### src/rtl/cmp_mon_pkg.sv
// cmp_mon_pkg: shared state encoding and constants for the CMP end-of-program monitor.
package cmp_mon_pkg;
    typedef enum logic [1:0] {ST_RUN, ST_DRAIN, ST_DONE, ST_TIMEOUT} mon_state_t;
    localparam logic [31:0] HALT_INST_DEF = 32'h00000000;
    localparam int DRAIN_W = 8;
endpackage

### src/rtl/cmp_halt_detector.sv
// cmp_halt_detector: per-node sticky flag set once the halt instruction has been
// seen on HALT_HOLD consecutive edges.
import cmp_mon_pkg::*;
module cmp_halt_detector #(
    parameter int INST_W = 32,
    parameter logic [INST_W-1:0] HALT_INST = INST_W'(HALT_INST_DEF),
    parameter int HALT_HOLD = 1
) (
    input  logic              CLK,
    input  logic              RESET,
    input  logic [INST_W-1:0] inst,
    output logic              halted
);
    logic [3:0] hold_q, hold_d;
    logic       halted_q, halted_d;
    logic       match;
    always_comb begin
        match    = inst == HALT_INST;
        hold_d   = match ? ((&hold_q) ? hold_q : hold_q + 4'd1) : 4'd0;
        halted_d = halted_q | (match && hold_q == 4'(HALT_HOLD - 1));
    end
    always_ff @(posedge CLK) begin
        if (RESET) begin
            hold_q   <= '0;
            halted_q <= 1'b0;
        end else begin
            hold_q   <= hold_d;
            halted_q <= halted_d;
        end
    end
    assign halted = halted_q;
endmodule

### src/rtl/cmp_run_monitor.sv
// cmp_run_monitor: watches every node's fetch stream for the halt instruction,
// then times a drain window and reports done, or timeout from the run watchdog.
import cmp_mon_pkg::*;
module cmp_run_monitor #(
    parameter int NUM_NODES = 4,
    parameter int INST_W = 32,
    parameter logic [INST_W-1:0] HALT_INST = INST_W'(HALT_INST_DEF),
    parameter int HALT_HOLD = 1,
    parameter int DRAIN_CYCLES = 5,
    parameter int CYC_W = 32,
    parameter int TIMEOUT = 12500
) (
    input  logic                        CLK,
    input  logic                        RESET,
    input  logic [NUM_NODES-1:0]        node_mask,
    input  logic [NUM_NODES*INST_W-1:0] inst_in,
    output logic [CYC_W-1:0]            cycle_count,
    output logic [NUM_NODES-1:0]        node_halted,
    output logic                        all_halted,
    output logic [CYC_W-1:0]            run_cycles,
    output logic                        drain_active,
    output logic                        done,
    output logic                        timeout
);
    localparam logic [CYC_W-1:0]   TO_LAST = CYC_W'(TIMEOUT - 1);
    localparam logic [DRAIN_W-1:0] DR_LAST = DRAIN_W'(DRAIN_CYCLES - 1);
    mon_state_t           st_q, st_d;
    logic [CYC_W-1:0]     cyc_q, cyc_d, run_q, run_d;
    logic [DRAIN_W-1:0]   dcnt_q, dcnt_d;
    logic [NUM_NODES-1:0] mask_q, mask_d, mask_eff, halted;
    logic                 to_hit;
    // Masked nodes see the complement of the halt word so they can never set their flag.
    for (genvar i = 0; i < NUM_NODES; i++) begin : g_node
        cmp_halt_detector #(
            .INST_W(INST_W),
            .HALT_INST(HALT_INST),
            .HALT_HOLD(HALT_HOLD)
        ) u_det (
            .CLK(CLK),
            .RESET(RESET),
            .inst(mask_eff[i] ? inst_in[(NUM_NODES-1-i)*INST_W +: INST_W] : ~HALT_INST),
            .halted(halted[i])
        );
    end
    always_comb begin
        mask_eff   = (st_q == ST_RUN) ? node_mask : mask_q;
        mask_d     = mask_eff;
        all_halted = ~RESET & (&(halted | ~mask_eff));
        to_hit     = (TIMEOUT != 0) && cyc_q == TO_LAST;
        cyc_d      = (&cyc_q) ? cyc_q : cyc_q + CYC_W'(1);
        dcnt_d     = dcnt_q + DRAIN_W'(1);
        run_d      = run_q;
        st_d       = st_q;
        if (st_q == ST_RUN) begin
            dcnt_d = '0;
            if (all_halted) begin
                run_d = cyc_q;
                st_d  = (DRAIN_CYCLES == 0) ? ST_DONE : to_hit ? ST_TIMEOUT : ST_DRAIN;
            end else if (to_hit) begin
                st_d = ST_TIMEOUT;
            end
        end else if (st_q == ST_DRAIN) begin
            st_d = (dcnt_q == DR_LAST) ? ST_DONE : to_hit ? ST_TIMEOUT : ST_DRAIN;
        end
    end
    always_ff @(posedge CLK) begin
        if (RESET) begin
            st_q   <= ST_RUN;
            cyc_q  <= '0;
            run_q  <= '0;
            dcnt_q <= '0;
            mask_q <= '0;
        end else begin
            st_q   <= st_d;
            cyc_q  <= cyc_d;
            run_q  <= run_d;
            dcnt_q <= dcnt_d;
            mask_q <= mask_d;
        end
    end
    assign cycle_count  = cyc_q;
    assign node_halted  = halted;
    assign run_cycles   = run_q;
    assign drain_active = st_q == ST_DRAIN;
    assign done         = st_q == ST_DONE;
    assign timeout      = st_q == ST_TIMEOUT;
endmodule

### config.mk
export PLATFORM = sky130hd
export DESIGN_NAME = cmp_run_monitor
export DESIGN_NICKNAME = d
export VERILOG_FILES = /design/src/rtl/cmp_mon_pkg.sv /design/src/rtl/cmp_halt_detector.sv /design/src/rtl/cmp_run_monitor.sv
export SDC_FILE = /design/constraint.sdc
export NUM_CORES = 1
export LEC_CHECK = 0
export ABC_AREA = 1
export BUFFER_PORTS_ARGS = -buffer_cell sky130_fd_sc_hd__clkbuf_2
export CORE_AREA = 2 2 105 107
export DETAILED_ROUTE_END_ITERATION = 8
export DIE_AREA = 0 0 107 109
export HOLD_SLACK_MARGIN = 0.02
export PLACE_DENSITY = 0.8
export RECOVER_POWER = 25
export SYNTH_ARGS = -nofsm -noshare
export SYNTH_HDL_FRONTEND = slang
export SYNTH_SLANG_ARGS = --single-unit
### constraint.sdc
create_clock -name CLK -period 2.4 [get_ports CLK]
set_input_delay 0.12 -clock CLK [delete_from_list [all_inputs] [get_ports CLK]]
set_output_delay 0.12 -clock CLK [all_outputs]
set_load 0.01 [all_outputs]
Yosys cells after proc, flatten, opt, wreduce, memory -nomap -nowiden --
Cells that the tools add are included.
Storage, ports and cells: logic and storage cells 75, memories 0, latch bits 0, RAM bits 0, input port bits 134, output and inout port bits 72, memory bits (read-only) 0, flip-flop bits (word level) 98
Cells by class: $add $sub $neg 6, bitwise operators 12, div/mod/pow operators 0, order comparisons 0, $mul 0, muxes and demuxes 11, equality and inequality tests 6, reductions and logical operators 27, shift operators 0
Operator list (count):
- $logic_not 32->1 | 4
- $mux 32 | 4
- $add 32x1->32 const B | 1
- $eq 32x14->1 const B | 1
- $reduce_and 32->1 | 1
- $reduce_and 4->1 | 5
- $add 4x1->4 const B | 4
- $logic_not 4->1 | 4
- $mux 2 | 6
- $reduce_or 2->1 | 5
- $add 8x1->8 const B | 1
- $eq 8x3->1 const B | 1
- $not 1->1 | 5
- $eq 2x2->1 const B | 2
- $logic_and 1x1->1 | 4
- $mux 4 | 1
- $not 4->4 | 1
- $or 1x1->1 | 4
- $or 4x4->4 | 1
- $reduce_and 2->1 | 2
- $ne 3x3->1 const B | 1
- $eq 2x1->1 const B | 1
- $logic_not 2->1 | 1
- $reduce_bool 2->1 | 1
- $and 1x1->1 | 1

Longest topological paths before layout --
word-level depth 8, depth in mapped cells 12, depth with buffers taken out 11

By module --
From an unflattened synthesis, not the netlist that was laid out.
Unflattened totals: cells, all modules 961, area total of the unflattened synthesis 6159.7 um2
Modules (own cells, without submodules):
- cmp_run_monitor | sequential area each 1561.5 um2, cells an instance 705, times used 1, area each 4593.2 um2
- cmp_halt_detector | sequential area each 100.1 um2, cells an instance 64, times used 4, area each 391.6 um2

Worst setup path after synthesis --
OpenSTA, ideal clock, no wires.
path type register to register, start point reg cyc_q[1] (netlist: cycle_count[1]), end point reg cyc_q[30] (netlist: cycle_count[30]), setup time 0.057 ns, stages on the path, launching flop included 11, data required time 2.343 ns, arrival time 1.709 ns, period minus slack after synthesis 1.766 ns, slack 0.634 ns, buffers on the path 1, path through dfxtp_1 -> ha_1 -> nand3_2 -> nor2_4 -> nand2_1 -> nor2_2 -> nand3_2 -> buf_2 -> nand3_1 -> nand2_1 -> inv_1
Between the ends: cells in the longest elaborated chain, start to end 1, elaborated cells between the ends (all ways) 2, classes of those cells add/sub: 1; reduce/logical: 1
RTL lines:
- start: declaration | RTL line cmp_run_monitor.sv:28 | logic [CYC_W-1:0] cyc_q, cyc_d, run_q, run_d;
- start signal: assignment | RTL line cmp_run_monitor.sv:75 | cyc_q <= cyc_d;
- $add 32x1->32 or $reduce_and 32->1 (tied branches) | RTL line cmp_run_monitor.sv:50 | cyc_d = (&cyc_q) ? cyc_q : cyc_q + CYC_W'(1);
Parallel ways exist; a longest one is shown, timed or not. A chain may end at the register's enable or synchronous reset.

Final worst setup path --
start point reg st_q[0], end point reg run_q[10] (netlist: run_cycles[10])
Between the ends: cells in the longest elaborated chain, start to end 7
RTL lines:
- start: declaration | RTL line cmp_run_monitor.sv:27 | mon_state_t st_q, st_d;
- start signal: assignment | RTL line cmp_run_monitor.sv:74 | st_q <= st_d;
- $logic_not 2->1 * | RTL line cmp_run_monitor.sv:46, cmp_run_monitor.sv:54
- $mux 4 | RTL line cmp_run_monitor.sv:46 | mask_eff = (st_q == ST_RUN) ? node_mask : mask_q;
- $not 4->4 | RTL line cmp_run_monitor.sv:48 | all_halted = ~RESET & (&(halted | ~mask_eff));
- $or 4x4->4 | RTL line cmp_run_monitor.sv:48
- $reduce_and 4->1 | RTL line cmp_run_monitor.sv:48
- $and 1x1->1 | RTL line cmp_run_monitor.sv:48
- $reduce_and 2->1 (no source line) *
- end signal: assignment | RTL line cmp_run_monitor.sv:76 | run_q <= run_d;
- end: declaration | RTL line cmp_run_monitor.sv:28
Mark *: on every way between the ends. The rest lies on a longest branch, timed or not.

==> reports/results.ini <==
[timing]
setup_violations=0
max_slew_margin_pct=60.97
slew_violations=0
grt_setup_unrepaired=false
hold_viol=0
tightest_slew_ns=0.5846
fmax_mhz=485.3
fin_skew_ns=0.01293
finalCritPeriodShare_pct=85.86
period_needed_ns=2.061
finalSetupTns_ns=0

[min_path]
worstHoldPathCells=5
whs_endpoint=mask_q[3]
worst_hold_startpoint=node_mask[3]
hp-class=in -> reg

[grt]
grt_pass1_wl_um=23520
first_global_vias=5044
grt_remaining_overflow=0
track_usage_pct=25.54
antenna_found_initial=0
grt_max_degree=59

[yosys]
seq_area_frac_synth_pct=38.94
synth_commonest_cells=173 x nor2_1, 130 x nand2_1, 98 x dfxtp_1
ys_ff_latch=98
synthesis.area_mm2=0.005039
yosysWarningCount=0
synthCells=759
yosysMostFrequentCell=nor2_1
yosys.area.top_type=dfxtp_1
synth_edf_count=0
yosys-top-cells-area=dfxtp_1 39%, nor2_1 13%, nand2_1 9.7%, inv_1 6.5%, nand3_1 5.9%
synth_top_area_share_pct=38.94
synth_nets=904
async_flop_share_pct=0
yosysUniqueCellTypes=28
avgSynthCellArea_um2=6.638
synthFlopType=dfxtp_1

[drt]
drcViolationCount=0
vias=5578
drt_iter0_drc=334
wl_per_cell_um=13.43
via_per_inst=5.030
drt_wl_total_um=14890
drt_pass1_iterations=6
ant_nets=0

[flow_run]
maxCapViolations=0

[critical_path]
cp-end-kind=flip-flop
path_cells=nor2_2, nand2_1, nand2_1, nor2_1, nor2_1, nand2_1, nor2_4, buf_4, o21ai_0, nor2_1
required_ns=2.71
r2r_end=run_cycles[10]
cp_max_fo=32
reg2reg_depth=10
cpMaxStageDelayCell=dfxtp_1
slowest_delay_ns=0.39
r2r_slack_ns=0.34
cp.arrival_ns=2.37
rr_startpoint=st_q[0]
start_kind=flip-flop
crit_type=reg -> reg

[clock_network]
htree_num_levels=3
clk_latency_ns=0.38
cts-resized-gates=0
hold_buffers=0
clk_transition_reported_paths_ns=0.10
cts.sinks=98
post-cts-setup-buffers=0
cts_root_buf=clkbuf_8
cts_tree=built
clockBufferDepth=2
cts_buffers=9

[placed_design]
numPortBuffers=205
gp_congestion=0.9813
place_hpwl_um=11460

[floorplan]
fp.dieArea_mm2=0.01166
rows=38
die_w_um=107
die_y_um=109
io_pins=206
start_util_pct=47.52
core_area_mm2=0.01060

[cells_and_area]
nets=1109
fillers=1051
antenna_cells=0
final_util_pct=59.94
area_delta_synth_final_pct=26.12
layout-drive-gt1-share_pct=21.47

[power]
power_density_mw_per_mm2=563.7
p_leak_nw=3.037
ir_drop_uv=302.0

[status]
outcome=finished clean

[sequential cells by signal, indices dropped and copies added (netlist names)]
register / count
g_node.u_det.halted: 4
mask_q: 4
run_cycles: 32
dcnt_q: 8
st_q: 2
g_node.u_det.hold_q: 16
cycle_count: 32
[cell type report]
class,count,area (um^2),area share [%]
clock buffers,10,137.6,2.166
clock inverters,6,87.58,1.378
inverters,90,337.8,5.316
multi-input cells,551,2613,41.11
flip-flops and latches,98,1962,30.87
well taps,140,175.2,2.756
repair buffers,214,1042,16.40
[worst max-delay path, delay by kind of cell (launching register included)]
| family | cells | cell delay (ns) |
|---|---|---|
| buffers and inverters | 1 | 0.34 |
| AO/OA/AOI/OAI | 1 | 0.16 |
| AND/OR/NAND/NOR | 8 | 1.09 |
| flip-flops | 1 | 0.39 |
[how the worst max path moves through the flow]
| stage | start | to | slack [ns] | cells after the start |
|---|---|---|---|---|
| after floorplan | cycle_count[1] | cycle_count[30] | 0.63 | 10 |
| after global placement | st_q[0] | run_cycles[12] | 0.43 | 10 |
| after detailed placement | cycle_count[1] | cycle_count[1] | 0.39 | 9 |
| after CTS | st_q[0] | run_cycles[10] | 0.33 | 10 |
| after global routing | cycle_count[1] | cycle_count[1] | 0.12 | 9 |
| final | st_q[0] | run_cycles[10] | 0.34 | 10 |
[metrics by stage]
step	hold WS [ns]	total power (W)	setup slack, ns	instances	instance area (um^2)
2_1_floorplan	0.3134	0.002158	0.6340	759	5039
4_1_cts	0.07328	0.003609	0.3309	1109	6406
3_5_place_dp	0.4601	0.002421	0.3933	1093	6181
6_report	0.06448	0.003582	0.3393	1109	6355
5_1_grt	0.1062	0.003749	0.1206	1109	6355
3_3_place_gp	0.4452	0.002410	0.4309	1093	6181
[cells by family after synthesis]
family                   after synthesis  share of synthesized area (%)
AND/OR/NAND/NOR                      444                          38.64
buffers and inverters                110                          9.213
flip-flops                            98                          38.94
AO/OA/AOI/OAI                         86                          8.741
adder cells (fa/ha/maj)               11                          2.732
XOR/XNOR                              10                          1.738
[layer usage]
layer	GRT usage, %	up-vias	wire length (um)
li1	-	2882	-
met1	31.08	2459	6258
met2	46.27	208	7304
met3	3.467	29	967
met4	8.998	0	363
met5	0	-	0
[cells in the final DEF, fill, tap and decap left out, types with 31 or more instances in the layout]
cell type and count:
nand3_1 59, o21ai_0 37, inv_1 87, clkbuf_2 164, nor2_1 173, dfxtp_1 98
a21oi_1 31, clkbuf_1 41, nand2_1 130
[report_power, final]
group	total [W]	internal, W	switching, W
Sequential	0.00178	0.00172	0.0000582
Clock	0.00122	0.000620	0.000599
Combinational	0.000589	0.000226	0.000363
Note: power is estimated with default switching activity, not from simulation.
